$ cat src/rtl/hazard_pkg.sv
// Shared types and widths for the pipeline hazard sequencer: FSM state encoding
// and the bundle of pipeline-register controls produced by the priority decode.
package hazard_pkg;

  localparam int REG_IDX_W  = 5;
  localparam int PERF_CNT_W = 16;

  typedef enum logic [1:0] {
    RUN      = 2'b00,
    MEM_WAIT = 2'b01,
    ERROR    = 2'b10
  } state_t;

  typedef struct packed {
    logic stall_ifid;
    logic flush_ifid;
    logic stall_idexe;
    logic flush_idexe;
    logic stall_exemem;
    logic flush_exemem;
    logic stall_memwb;
    logic flush_memwb;
    logic pc_write_en;
  } ctl_t;

endpackage

$ cat src/rtl/hazard_sequencer_if.sv
// Pipeline <-> hazard unit signal bundle. The hazard unit takes the slave side;
// the pipeline (or a bench) takes the master side.
interface hazard_sequencer_if;
  import hazard_pkg::*;

  logic [REG_IDX_W-1:0]  ID_RS;
  logic [REG_IDX_W-1:0]  ID_RT;
  logic                  ID_USES_RT;
  logic                  EXE_MEMREAD;
  logic [REG_IDX_W-1:0]  EXE_RD;
  logic                  EXE_BRANCH_TAKEN;
  logic                  DMEM_REQ;
  logic                  DMEM_READY;

  logic                  STALL_IFID;
  logic                  FLUSH_IFID;
  logic                  STALL_IDEXE;
  logic                  FLUSH_IDEXE;
  logic                  STALL_EXEMEM;
  logic                  FLUSH_EXEMEM;
  logic                  STALL_MEMWB;
  logic                  FLUSH_MEMWB;
  logic                  PC_WRITE_EN;
  logic                  MEM_TIMEOUT;
  logic [PERF_CNT_W-1:0] STALL_CYCLES;

  modport master (
    output ID_RS, ID_RT, ID_USES_RT, EXE_MEMREAD, EXE_RD, EXE_BRANCH_TAKEN,
           DMEM_REQ, DMEM_READY,
    input  STALL_IFID, FLUSH_IFID, STALL_IDEXE, FLUSH_IDEXE, STALL_EXEMEM,
           FLUSH_EXEMEM, STALL_MEMWB, FLUSH_MEMWB, PC_WRITE_EN, MEM_TIMEOUT,
           STALL_CYCLES
  );

  modport slave (
    input  ID_RS, ID_RT, ID_USES_RT, EXE_MEMREAD, EXE_RD, EXE_BRANCH_TAKEN,
           DMEM_REQ, DMEM_READY,
    output STALL_IFID, FLUSH_IFID, STALL_IDEXE, FLUSH_IDEXE, STALL_EXEMEM,
           FLUSH_EXEMEM, STALL_MEMWB, FLUSH_MEMWB, PC_WRITE_EN, MEM_TIMEOUT,
           STALL_CYCLES
  );

endinterface

$ cat src/rtl/hazard_loaduse_detect.sv
// Load-use compare: a load in EXE whose destination is read by the ID instruction.
// Register $0 is hardwired to zero, so a load targeting it never creates a hazard.
module hazard_loaduse_detect
  import hazard_pkg::*;
(
  input  logic [REG_IDX_W-1:0] id_rs,
  input  logic [REG_IDX_W-1:0] id_rt,
  input  logic                 id_uses_rt,
  input  logic                 exe_memread,
  input  logic [REG_IDX_W-1:0] exe_rd,
  output logic                 load_use
);

  logic rs_hit;
  logic rt_hit;

  assign rs_hit   = (exe_rd == id_rs);
  assign rt_hit   = id_uses_rt && (exe_rd == id_rt);
  assign load_use = exe_memread && (exe_rd != '0) && (rs_hit || rt_hit);

endmodule

$ cat src/rtl/hazard_sequencer.sv
// Pipeline hazard controller: load-use bubbles, branch redirects, data-memory waits
// with a sticky timeout. Optional stall-cycle counter enabled by HAZARD_PERF_EN.
module hazard_sequencer
  import hazard_pkg::*;
#(
  parameter int MEM_TIMEOUT_CYCLES = 255
) (
  input  logic               CLOCK,
  input  logic               RESET,
  hazard_sequencer_if.slave  bus
);

  localparam int                WAIT_W    = $clog2(MEM_TIMEOUT_CYCLES + 1);
  localparam logic [WAIT_W-1:0] WAIT_LAST = WAIT_W'(MEM_TIMEOUT_CYCLES - 1);

  state_t            state;
  state_t            state_next;
  logic [WAIT_W-1:0] wait_cnt;
  logic              load_use;
  logic              mem_stall;
  ctl_t              ctl;

  hazard_loaduse_detect u_loaduse (
    .id_rs       (bus.ID_RS),
    .id_rt       (bus.ID_RT),
    .id_uses_rt  (bus.ID_USES_RT),
    .exe_memread (bus.EXE_MEMREAD),
    .exe_rd      (bus.EXE_RD),
    .load_use    (load_use)
  );

  assign mem_stall = ((state == RUN)      && bus.DMEM_REQ && !bus.DMEM_READY) ||
                     ((state == MEM_WAIT) && !bus.DMEM_READY);

  always_ff @(posedge CLOCK) begin
    // NOTE: flops use non-blocking assignments so every register samples pre-edge values.
    if (!RESET) state <= RUN;
    else        state <= state_next;
  end

  always_comb begin
    // NOTE: default assignment up front keeps every path assigned, so no latch is inferred.
    state_next = state;
    case (state)
      RUN: begin
        // A one-cycle bound expires on the very first miss.
        if (mem_stall) state_next = (MEM_TIMEOUT_CYCLES == 1) ? ERROR : MEM_WAIT;
      end
      MEM_WAIT: begin
        if (bus.DMEM_READY)           state_next = RUN;
        else if (wait_cnt >= WAIT_LAST) state_next = ERROR;
      end
      ERROR:   state_next = ERROR;
      default: state_next = RUN;
    endcase
  end

  always_ff @(posedge CLOCK) begin
    if (!RESET)         wait_cnt <= '0;
    else if (mem_stall) wait_cnt <= wait_cnt + 1'b1;
    else                wait_cnt <= '0;
  end

  always_comb begin
    ctl = '0;
    if (!RESET) begin
      ctl = '0;
    end else if (state == ERROR) begin
      ctl.stall_ifid   = 1'b1;
      ctl.stall_idexe  = 1'b1;
      ctl.stall_exemem = 1'b1;
      ctl.stall_memwb  = 1'b1;
    end else if (mem_stall) begin
      // EXE is held, so a masked redirect or load-use is seen again on release.
      ctl.stall_ifid   = 1'b1;
      ctl.stall_idexe  = 1'b1;
      ctl.stall_exemem = 1'b1;
      ctl.flush_memwb  = 1'b1;
    end else if (bus.EXE_BRANCH_TAKEN) begin
      ctl.flush_ifid   = 1'b1;
      ctl.flush_idexe  = 1'b1;
      ctl.pc_write_en  = 1'b1;
    end else if (load_use) begin
      ctl.stall_ifid   = 1'b1;
      ctl.flush_idexe  = 1'b1;
    end else begin
      ctl.pc_write_en  = 1'b1;
    end
  end

  assign bus.STALL_IFID   = ctl.stall_ifid;
  assign bus.FLUSH_IFID   = ctl.flush_ifid;
  assign bus.STALL_IDEXE  = ctl.stall_idexe;
  assign bus.FLUSH_IDEXE  = ctl.flush_idexe;
  assign bus.STALL_EXEMEM = ctl.stall_exemem;
  assign bus.FLUSH_EXEMEM = ctl.flush_exemem;
  assign bus.STALL_MEMWB  = ctl.stall_memwb;
  assign bus.FLUSH_MEMWB  = ctl.flush_memwb;
  assign bus.PC_WRITE_EN  = ctl.pc_write_en;
  assign bus.MEM_TIMEOUT  = (state == ERROR);

`ifdef HAZARD_PERF_EN
  logic [PERF_CNT_W-1:0] stall_cycles;

  always_ff @(posedge CLOCK) begin
    if (!RESET)                                     stall_cycles <= '0;
    else if (!ctl.pc_write_en && (stall_cycles != '1)) stall_cycles <= stall_cycles + 1'b1;
  end

  assign bus.STALL_CYCLES = stall_cycles;
`else
  assign bus.STALL_CYCLES = '0;
`endif

endmodule

$ cat src/flat_wrapper.sv
// flat-port wrapper written by rule: the top's interface ports become plain ports
module hazard_sequencer_flat import hazard_pkg::*;
#(
  parameter int MEM_TIMEOUT_CYCLES = 255
)
  (CLOCK, RESET, bus_ID_RS, bus_ID_RT, bus_ID_USES_RT, bus_EXE_MEMREAD, bus_EXE_RD, bus_EXE_BRANCH_TAKEN, bus_DMEM_REQ, bus_DMEM_READY, bus_STALL_IFID, bus_FLUSH_IFID, bus_STALL_IDEXE, bus_FLUSH_IDEXE, bus_STALL_EXEMEM, bus_FLUSH_EXEMEM, bus_STALL_MEMWB, bus_FLUSH_MEMWB, bus_PC_WRITE_EN, bus_MEM_TIMEOUT, bus_STALL_CYCLES);
  hazard_sequencer_if bus_i ();
  input  logic CLOCK;
  input  logic RESET;
  input wire logic [$bits(bus_i.ID_RS)-1:0] bus_ID_RS;
  input wire logic [$bits(bus_i.ID_RT)-1:0] bus_ID_RT;
  input wire logic [$bits(bus_i.ID_USES_RT)-1:0] bus_ID_USES_RT;
  input wire logic [$bits(bus_i.EXE_MEMREAD)-1:0] bus_EXE_MEMREAD;
  input wire logic [$bits(bus_i.EXE_RD)-1:0] bus_EXE_RD;
  input wire logic [$bits(bus_i.EXE_BRANCH_TAKEN)-1:0] bus_EXE_BRANCH_TAKEN;
  input wire logic [$bits(bus_i.DMEM_REQ)-1:0] bus_DMEM_REQ;
  input wire logic [$bits(bus_i.DMEM_READY)-1:0] bus_DMEM_READY;
  output wire logic [$bits(bus_i.STALL_IFID)-1:0] bus_STALL_IFID;
  output wire logic [$bits(bus_i.FLUSH_IFID)-1:0] bus_FLUSH_IFID;
  output wire logic [$bits(bus_i.STALL_IDEXE)-1:0] bus_STALL_IDEXE;
  output wire logic [$bits(bus_i.FLUSH_IDEXE)-1:0] bus_FLUSH_IDEXE;
  output wire logic [$bits(bus_i.STALL_EXEMEM)-1:0] bus_STALL_EXEMEM;
  output wire logic [$bits(bus_i.FLUSH_EXEMEM)-1:0] bus_FLUSH_EXEMEM;
  output wire logic [$bits(bus_i.STALL_MEMWB)-1:0] bus_STALL_MEMWB;
  output wire logic [$bits(bus_i.FLUSH_MEMWB)-1:0] bus_FLUSH_MEMWB;
  output wire logic [$bits(bus_i.PC_WRITE_EN)-1:0] bus_PC_WRITE_EN;
  output wire logic [$bits(bus_i.MEM_TIMEOUT)-1:0] bus_MEM_TIMEOUT;
  output wire logic [$bits(bus_i.STALL_CYCLES)-1:0] bus_STALL_CYCLES;
  assign bus_i.ID_RS = bus_ID_RS;
  assign bus_i.ID_RT = bus_ID_RT;
  assign bus_i.ID_USES_RT = bus_ID_USES_RT;
  assign bus_i.EXE_MEMREAD = bus_EXE_MEMREAD;
  assign bus_i.EXE_RD = bus_EXE_RD;
  assign bus_i.EXE_BRANCH_TAKEN = bus_EXE_BRANCH_TAKEN;
  assign bus_i.DMEM_REQ = bus_DMEM_REQ;
  assign bus_i.DMEM_READY = bus_DMEM_READY;
  assign bus_STALL_IFID = bus_i.STALL_IFID;
  assign bus_FLUSH_IFID = bus_i.FLUSH_IFID;
  assign bus_STALL_IDEXE = bus_i.STALL_IDEXE;
  assign bus_FLUSH_IDEXE = bus_i.FLUSH_IDEXE;
  assign bus_STALL_EXEMEM = bus_i.STALL_EXEMEM;
  assign bus_FLUSH_EXEMEM = bus_i.FLUSH_EXEMEM;
  assign bus_STALL_MEMWB = bus_i.STALL_MEMWB;
  assign bus_FLUSH_MEMWB = bus_i.FLUSH_MEMWB;
  assign bus_PC_WRITE_EN = bus_i.PC_WRITE_EN;
  assign bus_MEM_TIMEOUT = bus_i.MEM_TIMEOUT;
  assign bus_STALL_CYCLES = bus_i.STALL_CYCLES;
  hazard_sequencer #(.MEM_TIMEOUT_CYCLES(MEM_TIMEOUT_CYCLES)) u_core (.CLOCK(CLOCK), .RESET(RESET), .bus(bus_i));
endmodule
$ cat config.mk
export PLATFORM = sky130hd
export DESIGN_NAME = hazard_sequencer_flat
export DESIGN_NICKNAME = d
export VERILOG_FILES = /design/src/rtl/hazard_pkg.sv /design/src/rtl/hazard_sequencer_if.sv /design/src/rtl/hazard_loaduse_detect.sv /design/src/rtl/hazard_sequencer.sv /design/src/flat_wrapper.sv
export SDC_FILE = /design/constraint.sdc
export NUM_CORES = 1
export LEC_CHECK = 0
export ABC_AREA = 1
export ABC_CLOCK_PERIOD_IN_PS = 1500
export CAP_MARGIN = 40
export CORE_ASPECT_RATIO = 1.1
export CORE_MARGIN = 1
export CORE_UTILIZATION = 35
export CTS_CLUSTER_DIAMETER = 200
export DETAILED_ROUTE_END_ITERATION = 10
export GPL_ROUTABILITY_DRIVEN = 0
export PLACE_DENSITY = 0.86
export REMOVE_ABC_BUFFERS = 1
export SLEW_MARGIN = 20
export SYNTH_ARGS = -nofsm -noshare
export SYNTH_HDL_FRONTEND = slang
export SYNTH_SLANG_ARGS = --single-unit
$ cat constraint.sdc
create_clock -name CLOCK -period 1.5 [get_ports CLOCK]
set_input_delay 0.3 -clock CLOCK [delete_from_list [all_inputs] [get_ports CLOCK]]
set_output_delay 0.3 -clock CLOCK [all_outputs]
set_load 0.005 [all_outputs]
---- After elaboration in Yosys (flattened, before gate mapping) ----
Index checks and enable logic that the tools add are counted.
word-level totals
  input bits .............................. 22
  output and inout bits ................... 26
  flip-flop bits (word level) ............. 10
cells by class
  magnitude comparators ................... 1
  reduce and logical (&&, ||, !) cells .... 13
  equal/unequal tests ..................... 6
  $add $sub $neg .......................... 1
  muxes and demuxes ....................... 23
operator list
  operator               count
  $mux W1                16
  $eq A5 B5 Y1           2
  $add A8 B1 Y8 const B  1
  $ge A8 B8 Y1 const B   1
  $mux W2                4
  $logic_and A1 B1 Y1    6
  $pmux W2 S3            1
  $mux W5                1
  $reduce_bool A5 Y1     1
  $reduce_and A2 Y1      2
  $mux W3                1
  $ne A3 B3 Y1 const B   1
  $eq A2 B1 Y1 const B   1
  $eq A2 B2 Y1 const B   1
  $logic_not A2 Y1       1
  $logic_or A1 B1 Y1     2
  $ne A2 B1 Y1 const B   1
  $logic_not A1 Y1       1

---- Depth between registers and ports, before layout ----
Gate-level depths: netlist of the first run.
  depth in word-level cells ............... 9
  mapped depth ............................ 9

---- Hierarchy ----
From an unflattened synthesis of the first run, not the netlist that was laid out.
unflattened totals
  cell total of the unflattened synthesis .. 156
  area, all modules ....................... 885.8 sq um
by module, submodules not included
  module                 times used  area each (sq um)  seq. area each (sq um)  cells an instance
  hazard_sequencer       1           679.4              200.2                   104
  hazard_loaduse_detect  1           206.4              0.0                     52

---- Least setup slack after synthesis of the first run ----
Ideal clock, no wire load.
  kind .................................... reg2out
  start point ............................. reg u_core.state[1]
  end point ............................... out bus_STALL_IDEXE
  slack ................................... 0.230 ns
  arrival ................................. 0.970 ns
  cell stages (with the launch flop) ...... 6
  cells stage by stage .................... dfxtp_1 > inv_1 > nor2_1 > nor2_2 > nor2_1 > buf_4
between the ends
  elaborated cells between the ends (all ways) .. 10
  classes of those cells .................. eq/ne: 2; mux: 3; reduce/logical: 5
RTL lines
  item                      line                    RTL
  start: declaration        hazard_sequencer.sv:16  state_t state;
  start signal: assignment  hazard_sequencer.sv:38  else state <= state_next;
  $eq A2 B2 Y1              -
  net bus_MEM_TIMEOUT       flat_wrapper.sv:27      output wire logic [$bits(bus_i.MEM_TIMEOUT)-1:0] bus_MEM_TIMEOUT;
  $mux W1                   hazard_sequencer.sv:68  end else if (state == ERROR) begin
  $mux W5                   hazard_sequencer.sv:66  if (!RESET) begin
  end: declaration          flat_wrapper.sv:20      output wire logic [$bits(bus_i.STALL_IDEXE)-1:0] bus_STALL_IDEXE;
The timed path passes the listed nets, and every way through them passes these cells.

---- Final worst setup path of the first run ----
  start point ............................. reg u_core.state[1]
  end point ............................... out bus_STALL_IFID
between the ends
  cells in the longest elaborated chain, start to end .. 7
  elaborated cells between the ends (all ways) .. 10
  classes of those cells .................. eq/ne: 2; mux: 3; reduce/logical: 5
RTL lines
  item                              line                    RTL
  $logic_not A2 Y1                  hazard_sequencer.sv:32  assign mem_stall = ((state == RUN) && bus.DMEM_REQ && !bus.DMEM_READY) ||
  $logic_and A1 B1 Y1 (2 in a row)  hazard_sequencer.sv:32
  $logic_or A1 B1 Y1                hazard_sequencer.sv:32
  $mux W1                           hazard_sequencer.sv:73  end else if (mem_stall) begin
  $mux W1 (*)                       hazard_sequencer.sv:68
  $mux W5 (*)                       hazard_sequencer.sv:66
  end: declaration                  flat_wrapper.sv:18      output wire logic [$bits(bus_i.STALL_IFID)-1:0] bus_STALL_IFID;
Every way passes the cells marked *; elsewhere a longest branch is shown, timed or not.

==> results of run 1 <==
## final cells by class
class	count	area (µm²)	share of cell area, %
inverters	25	93.8	7.65
repair buffers	45	320	26.1
clock buffers	3	22.5	1.84
well taps	30	37.5	3.06
flip-flops and latches	10	203	16.5
multi-input cells	103	549	44.8
## routing by layer
| metal | vias to the layer above | wire, µm | global-route usage, % |
|---|---|---|---|
| met5 | - | 0 | 0 |
| met4 | 0 | 12 | 6.19 |
| met3 | 3 | 126 | 3.33 |
| met2 | 37 | 1050 | 28.4 |
| met1 | 387 | 795 | 15.8 |
| li1 | 486 | - | - |
## cells by family (layout without fill, tap and decap cells)
group | Yosys count | in the layout | synth area share [%]
other | 1 | 17 | 0.429
xor gates and xnor gates | 5 | 5 | 5.01
DFF | 10 | 10 | 22.9
AOI/OAI and AO/OA | 9 | 9 | 6.30
buffers and inverters | 43 | 73 | 26.2
and+or+nand+nor | 70 | 70 | 36.3
adders and majority gates | 2 | 2 | 2.86
## synth_stat cells
cell	count	area [µm²]
nand4_2	1	12.5
conb_1	1	3.75
nor2_1	19	71.3
nand3_2	1	10.0
nand2_2	4	25.0
nor3_1	3	15.0
a21oi_2	1	8.76
o21ai_2	1	8.76
nand3_1	7	35.0
o21ai_0	2	10.0
dfxtp_1	10	200
inv_1	19	71.3
xor2_1	3	26.3
xnor2_1	2	17.5
o211ai_1	1	7.51
nor3b_1	2	15.0
nand4_1	1	6.26
nor2_2	3	18.8
inv_2	6	22.5
buf_4	18	135
a21oi_1	2	10.0
o21ai_1	2	10.0
nand2_1	29	109
ha_1	2	25.0
## repair_timing
action | CTS | global route
gates resized for setup | 109 | 5
pin swaps | 26 | 3
setup buffers | 5 | 2
hold buffers | 0 | 0
endpoints found under the setup margin | 9 | 8
## layout by cell type (no fill, tap or decap), drive strengths merged, types with 3 or more instances in the layout
master	count
dlygate4sd2	5
clkbuf	4
inv	25
a21oi	3
nor2	22
nor3	3
dfxtp	10
xor2	3
o21ai	5
buf	36
nand3	8
nand2	33
conb	17
## registers in the layout, summed over array words and instances (netlist names)
| signal | count |
|---|---|
| u_core.state | 2 |
| u_core.wait_cnt | 8 |
## report_power, final
part	internal, mW	switching (mW)	total [mW]
Sequential	0.270	0.00507	0.275
Combinational	0.0938	0.0989	0.193
Clock	0.0924	0.0862	0.179
Total	0.456	0.190	0.646
## critical path, cell delays in order (launching register included)
cell,delay [ps]
dfxtp_2,330
buf_6,120
nor2_4,80
o21ai_2,80
inv_2,80
nor2_4,40
buf_6,110
a21oi_2,110
buf_2,120
## stage by stage
step	TNS (ps)	std cells	util (%)	cell area [µm²]
2_1_floorplan	0	138	-	800
3_3_place_gp	-4900	206	52.1	1200
3_5_place_dp	-5090	206	52.1	1200
4_1_cts	-545	214	52.6	1210
5_1_grt	-1160	216	53.4	1230
6_report	-779	216	53.4	1230
## worst paths after layout
kind | start | end | cells after the start
setup / recovery | u_core.state[1] | bus_STALL_IFID | 8
hold / removal | bus_DMEM_REQ | u_core.state[0] | 3
setup reg to reg | u_core.state[1] | u_core.wait_cnt[4] | 9
hold reg to reg | u_core.wait_cnt[0] | u_core.wait_cnt[0] | 1
==> impl_metrics.csv, run 1 <==
group,metric,value,unit
status,status,"finished, violations left",
status,violations,"negative setup slack",
global_route,grt_pass1_wl,3.06,mm
drt,drtAntennaViolNets,0,
synthesis,synthCells,140,
setup_path,rrSetupSlack,150,ps
timing,hold_slack,477,ps
power_and_ir_drop,total_power,0.646,mW
floorplanning,dieHeight,54.4,µm
setup_path,critPathCaptureType,"primary output",
power_and_ir_drop,p_leak,0.688,nW
synthesis,synth.avg_cell_area,6.25,µm²
clock_network,clk_pin_slew,60,ps
timing,post-route-period-util,110,%
floorplanning,dieWidth,49.7,µm
finish,n_antenna_cell,0,
finish,syn2layout_area_growth,40.2,%
setup_path,critPathRequiredTime,1200,ps
clock_network,clk_path_buf_depth,2,
clock_network,clkSinkCount,10,
place,pre_cts_ws,-766,ps
power_and_ir_drop,max-vdd-ir-drop,0.000320,V
floorplanning,dieArea,0.00270,mm²
setup_path,crit_path_start_kind,"register",
finish,nets,212,
setup_path,arrival,1350,ps
global_route,grt_max_degree,9,
finish,fill_cells,228,
synthesis,synth_warnings,0,
global_route,grt_pass1_vias,794,
hold_path,hp-class,"in -> reg",
drt,wl_per_cell,9.18,µm
power_and_ir_drop,power.density,527,mW/mm²
drt,via_per_inst,4.23,
synthesis,ys_ff_latch,10,
floorplanning,io_pins,48,
clock_network,numCtsBuffers,3,
drt,dr.pass1.iters,5,
clock_network,clock-root-buffer,"clkbuf_4",
timing,finalHoldViolCount,0,
timing,fmax,608,MHz
timing,maxSlewViolCount,0,
timing,fin_ws,-146,ps
timing,period_needed,1650,ps
floorplanning,num_rows,18,
place,dpl.hpwl,1.45,mm
floorplanning,initial_core_util,38.1,%
synthesis,netlist_area,875,µm²
drt,drt_iter0_drc,6,
floorplanning,core-area,0.00230,mm²
clock_network,clk-insertion-delay-late,260,ps
synthesis,seq_area_frac_synth,22.9,%
global_route,antenna_found_initial,0,
clock_network,htreeDepth,1,
drt,wl,1.98,mm
clock_network,cts_tree,"yes",
setup_path,critPathKind,"reg -> out",
synthesis,yosys.cell_types.count,24,
job,cap_violations,0,
place,port_buffers,30,
drt,vias,913,
finish,drive_gt1_share,36.0,%
global_route,grt-ovfl-total,0,
global_route,track_usage,14.8,%
timing,setup_viol,7,
setup_path,path_max_fanout,3,
timing,fin_skew,7.38,ps
drt,drc,0,
timing,rsz0062_at_grt,"yes",
Note: power is estimated with default switching activity, not from simulation.
==> run 2: changes to the inputs <==
==> constraint.sdc (replaced) <==
create_clock -name CLOCK -period 1.5 [get_ports CLOCK]
set_input_delay 0.225 -clock CLOCK [delete_from_list [all_inputs] [get_ports CLOCK]]
set_output_delay 0.225 -clock CLOCK [all_outputs]
set_load 0.005 [all_outputs]
==> run 2 against run 1 <==
  * The flow still finishes with violations (negative setup slack)
  * First-iteration DRC count up 100%
  * Design area rose by 5.2%
  * Via count is 0.99% lower
  * Critical path depth unchanged
  * Final cell count decreased by 0.46%
  * Fmax increased by 0.25%
  * Power rose by 9.9%
  * Combinational power is 2% higher
  * Flip-flop and latch count unchanged
  * Global-route usage fell by 0.96 points
==> impl_metrics.csv, run 2 (synthesis results as in run 1) <==
group,metric,value,unit
place,pre_cts_ws,-622,ps
power_and_ir_drop,power_frac_seq,38.4,%
finish,largest_reg_flops,8,
drt,drc,0,
setup_path,rrSetupSlack,240,ps
place,place_area,0.00120,mm²
setup_path,r2r-start,"u_core.state[1]",
floorplanning,dieArea,0.00270,mm²
floorplanning,io_pins,48,
setup_path,arrival,1420,ps
drt,vias,904,
hold_path,hold_start,"bus_DMEM_REQ",
hold_path,hp-class,"in -> reg",
power_and_ir_drop,clock_power_share,33.9,%
place,dpl.hpwl,1.41,mm
clock_network,numCtsBuffers,3,
power_and_ir_drop,max-vdd-ir-drop,0.000325,V
finish,fin_util,56.2,%
clock_network,clk_pin_slew,70,ps
power_and_ir_drop,switching_share,27.9,%
floorplanning,dieWidth,49.7,µm
finish,nets,210,
floorplanning,num_rows,18,
timing,fin_skew,12.4,ps
setup_path,crit_path_start_kind,"register",
place,port_buffers,30,
timing,fin_ws,-142,ps
global_route,grt_max_degree,9,
drt,via_per_inst,4.20,
setup_path,path_max_fanout,3,
timing,setup_viol,6,
status,status,"finished, violations left",
hold_path,whs_endpoint,"u_core.state[0]",
timing,rsz0062_at_grt,"yes",
global_route,antenna_found_initial,0,
job,cap_violations,0,
finish,fill_cells,228,
setup_path,critPathBufInv,5,
place,dp_cells,206,
setup_path,critPathRequiredTime,1270,ps
global_route,grt_pass1_vias,740,
clock_network,clock-root-buffer,"clkbuf_4",
drt,wl,1.90,mm
finish,drive_gt1_share,27.6,%
floorplanning,initial_core_util,38.1,%
finish,syn2layout_area_growth,47.5,%
global_route,track_usage,13.8,%
setup_path,cp_slowest_cell,"dfxtp_4",
timing,post-route-period-util,109,%
power_and_ir_drop,p_leak,0.702,nW
setup_path,critPathKind,"reg -> out",
power_and_ir_drop,comb_power_share,27.7,%
setup_path,crit_family,"buffers and inverters",
setup_path,path_cells,"o21ai_4 -> inv_2 -> buf_6 -> nor2_4 -> buf_4 -> nand3_2 -> inv_1 -> buf_2",
drt,wl_per_cell,8.85,µm
timing,hold_slack,414,ps
setup_path,critPathCaptureType,"primary output",
timing,period_needed,1640,ps
clock_network,hold_buffers,0,
floorplanning,core-area,0.00230,mm²
timing,fin_tns_setup,-619,ps
finish,top_regs,"u_core.wait_cnt (8), u_core.state (2)",
power_and_ir_drop,p_int,0.512,mW
clock_network,clk-insertion-delay-late,270,ps
finish,n_antenna_cell,0,
status,violations,"negative setup slack",
drt,dr.pass1.iters,4,
hold_path,whs_path_depth,3,
global_route,grt_pass1_wl,2.87,mm
finish,fin_area,0.00129,mm²
clock_network,clkSinkCount,10,
timing,maxSlewViolCount,0,
finish,regMostFlops,"u_core.wait_cnt",
global_route,grt-ovfl-total,0,
timing,finalHoldViolCount,0,
finish,stdcell_count,215,
power_and_ir_drop,total_power,0.710,mW
finish,final_cell_mix,"nand2_1, dlygate4sd2_1, inv_1, conb_1, nor2_1",
setup_path,critical-path-max-stage-delay,370,ps
clock_network,htreeDepth,1,
power_and_ir_drop,power_switching,0.198,mW
setup_path,reg2reg_depth,7,
drt,drtAntennaViolNets,0,
finish,layout_commonest_cell,"nand2_1",
floorplanning,dieHeight,54.4,µm
timing,fmax,609,MHz
setup_path,rr_endpoint,"u_core.wait_cnt[4]",
power_and_ir_drop,power.density,551,mW/mm²
clock_network,cts_tree,"yes",
drt,drt_iter0_drc,12,
clock_network,clk_path_buf_depth,2,
[run 2: changes by cell type in the layout (fill, tap and decap cells not counted), moves of 2 or more]
| cell | delta |
|---|---|
| clkdlybuf4s15_1 | +2 |
| dfxtp_4 | +2 |
| buf_2 | -13 |
| dfxtp_2 | -2 |
| buf_4 | -2 |
| dlygate4sd2_1 | +13 |
[run 2: how the worst max path moves through the flow]
stage | from | end | cells after the start
3_3_place_gp | bus_EXE_RD[0] | bus_STALL_IFID | 10
4_1_cts | u_core.state[0] | bus_PC_WRITE_EN | 8
6_report | u_core.state[0] | bus_PC_WRITE_EN | 8
3_5_place_dp | bus_EXE_RD[2] | bus_STALL_IFID | 10
2_1_floorplan | u_core.state[0] | bus_FLUSH_IDEXE | 5
5_1_grt | u_core.state[0] | bus_PC_WRITE_EN | 8
[run 2: area by class of cell]
cell class | instances | area [µm²] | share of cell area [%]
multi-input cells | 103 | 557 | 43.2
repair buffers | 43 | 358 | 27.7
flip-flops and latches | 10 | 208 | 16.1
inverters | 25 | 93.8 | 7.27
well taps | 30 | 37.5 | 2.91
clock buffers | 4 | 36.3 | 2.81
[run 2: what timing repair did]
item,in CTS,in global routing
pin swaps,18,3
endpoints found under the setup margin,9,8
buffers inserted,6,1
gates resized for setup,63,10
[run 2: worst reg2reg max path: stages (launching register included)]
cell and delay, ps:
dfxtp_4 370, nor2_4 140, o21ai_4 80, inv_2 70, buf_4 110, nand2_4 50
buf_4 160, nor3b_1 190
[run 2: power by group through the flow]
stage          combinational, mW  clock, mW  sequential [mW]
2_1_floorplan             0.0790          0            0.279
3_3_place_gp               0.189          0            0.280
3_5_place_dp               0.190          0            0.280
4_1_cts                    0.188      0.244            0.275
5_1_grt                    0.218      0.257            0.274
6_report                   0.197      0.241            0.273
[run 2: per-layer routing]
layer | wire [µm] | track usage (%) | vias up
met3 | 106 | 2.78 | 2
met4 | 10 | 4.29 | 0
met1 | 797 | 15.3 | 388
met2 | 988 | 26.8 | 33
li1 | - | - | 481
met5 | 0 | 0 | -
==> run 3: changes to the inputs <==
ABC_CLOCK_PERIOD_IN_PS = 1900   (was 1500)
clock period = 1.9 ns   (was 1.5 ns; I/O delays follow)
==> run 3 against run 2 <==
  * The flow now finishes without violations
  * Largest power group unchanged
  * Highest routed layer is now met3
  * Non-clock buffer count fell by 7
  * Via count fell by 3.2%
  * Worst hold slack improved by 43 ps
==> impl_metrics.csv, run 3 (synthesis results as in run 1) <==
group,metric,value,unit
power_and_ir_drop,clock_power_share,34.9,%
timing,period_needed,1820,ps
timing,finalHoldViolCount,0,
place,pre_cts_ws,-334,ps
drt,dr.pass1.iters,4,
setup_path,rr_endpoint,"u_core.wait_cnt[7]",
floorplanning,num_rows,18,
timing,fin_skew,6.17,ps
clock_network,clock-root-buffer,"clkbuf_4",
floorplanning,initial_core_util,38.1,%
finish,final_cell_mix,"nand2_1, inv_1, nor2_1, conb_1, dlygate4sd2_1",
status,status,"completed",
drt,wl,1.67,mm
power_and_ir_drop,power_frac_seq,39.8,%
timing,fin_ws,79.5,ps
floorplanning,io_pins,48,
global_route,grt_pass1_vias,671,
global_route,track_usage,12.1,%
floorplanning,dieArea,0.00270,mm²
finish,n_antenna_cell,0,
hold_path,whs_path_depth,3,
power_and_ir_drop,p_int,0.399,mW
finish,syn2layout_area_growth,40.5,%
job,cap_violations,0,
drt,via_per_inst,4.21,
power_and_ir_drop,total_power,0.545,mW
clock_network,clkSinkCount,10,
floorplanning,core-area,0.00230,mm²
global_route,grt_pass1_wl,2.51,mm
finish,top_regs,"u_core.wait_cnt (8), u_core.state (2)",
hold_path,whs_endpoint,"u_core.state[0]",
timing,fin_tns_setup,0,ps
power_and_ir_drop,power_switching,0.146,mW
drt,wl_per_cell,8.05,µm
clock_network,clk-insertion-delay-late,270,ps
power_and_ir_drop,switching_share,26.7,%
clock_network,clk_pin_slew,70,ps
setup_path,arrival,1540,ps
floorplanning,dieWidth,49.7,µm
drt,vias,875,
clock_network,numCtsBuffers,3,
floorplanning,dieHeight,54.4,µm
timing,setup_viol,0,
power_and_ir_drop,comb_power_share,25.3,%
drt,drt_iter0_drc,8,
clock_network,post_cts.repair.setup_buffers,0,
drt,drc,0,
finish,drive_gt1_share,19.7,%
hold_path,hold_start,"bus_DMEM_REQ",
finish,layout_commonest_cell,"nand2_1",
clock_network,clk_path_buf_depth,2,
global_route,antenna_found_initial,0,
setup_path,critPathCaptureType,"primary output",
setup_path,rrSetupSlack,690,ps
setup_path,r2r-start,"u_core.state[1]",
setup_path,critPathKind,"in -> out",
drt,drtAntennaViolNets,0,
clock_network,htreeDepth,1,
finish,largest_reg_flops,8,
timing,maxSlewViolCount,0,
global_route,grt-ovfl-total,0,
finish,nets,203,
place,dpl.hpwl,1.35,mm
hold_path,hp-class,"in -> reg",
power_and_ir_drop,power.density,443,mW/mm²
timing,post-route-period-util,95.8,%
setup_path,crit_path_start_kind,"primary input",
setup_path,reg2reg_depth,7,
setup_path,path_max_fanout,2,
finish,regMostFlops,"u_core.wait_cnt",
place,port_buffers,30,
power_and_ir_drop,p_leak,0.701,nW
timing,fmax,549,MHz
clock_network,cts_tree,"yes",
global_route,grt_max_degree,9,
power_and_ir_drop,max-vdd-ir-drop,0.000368,V
finish,fill_cells,221,
setup_path,critPathRequiredTime,1620,ps
## run 3: worst max-delay path by stage
stage | from | to | slack (ps) | cells past startpoint
floorplan | u_core.state[0] | bus_FLUSH_IDEXE | 720 | 5
global placement | bus_EXE_RD[0] | bus_STALL_IFID | -310 | 10
detailed placement | bus_EXE_RD[0] | bus_STALL_IFID | -330 | 10
CTS | bus_ID_RS[1] | bus_PC_WRITE_EN | -10 | 11
global route | bus_ID_RT[0] | bus_PC_WRITE_EN | -8 | 11
finish | bus_ID_RT[4] | bus_PC_WRITE_EN | 80 | 11
## run 3: metrics by stage
step	area (µm²)	hold slack (ps)	std cells	util, %
after floorplan	800	449	138	-
after global placement	1180	477	204	51.5
after detailed placement	1180	483	204	51.5
after CTS	1210	449	208	52.6
after global routing	1230	449	208	53.5
final	1230	458	208	53.5
## run 3: layout make-up
cell class / instances / area (µm²) / share of cell area (%)
timing repair buffer: 36 / 335 / 27.3
sequential: 10 / 200 / 16.3
multi-input combinational: 103 / 526 / 42.8
clock buffer: 4 / 36.3 / 2.95
tap: 30 / 37.5 / 3.05
inverter: 25 / 93.8 / 7.64
## run 3: worst max-delay path, stage by stage
cell and delay, ps:
clkdlybuf4s50_1 470, inv_1 40, nand2_1 50, nand2_1 60, nor2_1 80, nand3_1 90, nand2_2 90, nand3_2 80
nand3_2 70, inv_1 40, clkdlybuf4s15_1 190
## run 3: repair_timing
action,4_1_cts,5_1_grt
gates resized for setup,17,16
hold buffers,0,0
endpoints found under the setup margin,7,6
hold endpoints to repair,0,0
pin swaps,5,8
## run 3: power by group through the flow
| stage | combinational (mW) | sequential (mW) | clock [mW] |
|---|---|---|---|
| CTS | 0.139 | 0.216 | 0.198 |
| global route | 0.156 | 0.217 | 0.216 |
| detailed placement | 0.149 | 0.221 | 0 |
| finish | 0.138 | 0.217 | 0.190 |
| floorplan | 0.0624 | 0.220 | 0 |
| global placement | 0.146 | 0.221 | 0 |
## run 3: layer usage
layer / part of all wire, % / track usage [%] / up-vias / wire length, µm
met4: 0 / 2.86 / 0 / 0
li1: - / - / 469 / -
met2: 50 / 22.1 / 35 / 832
met5: 0 / 0 / - / 0
met3: 6.3 / 3.61 / 0 / 105
met1: 44 / 14.0 / 371 / 735
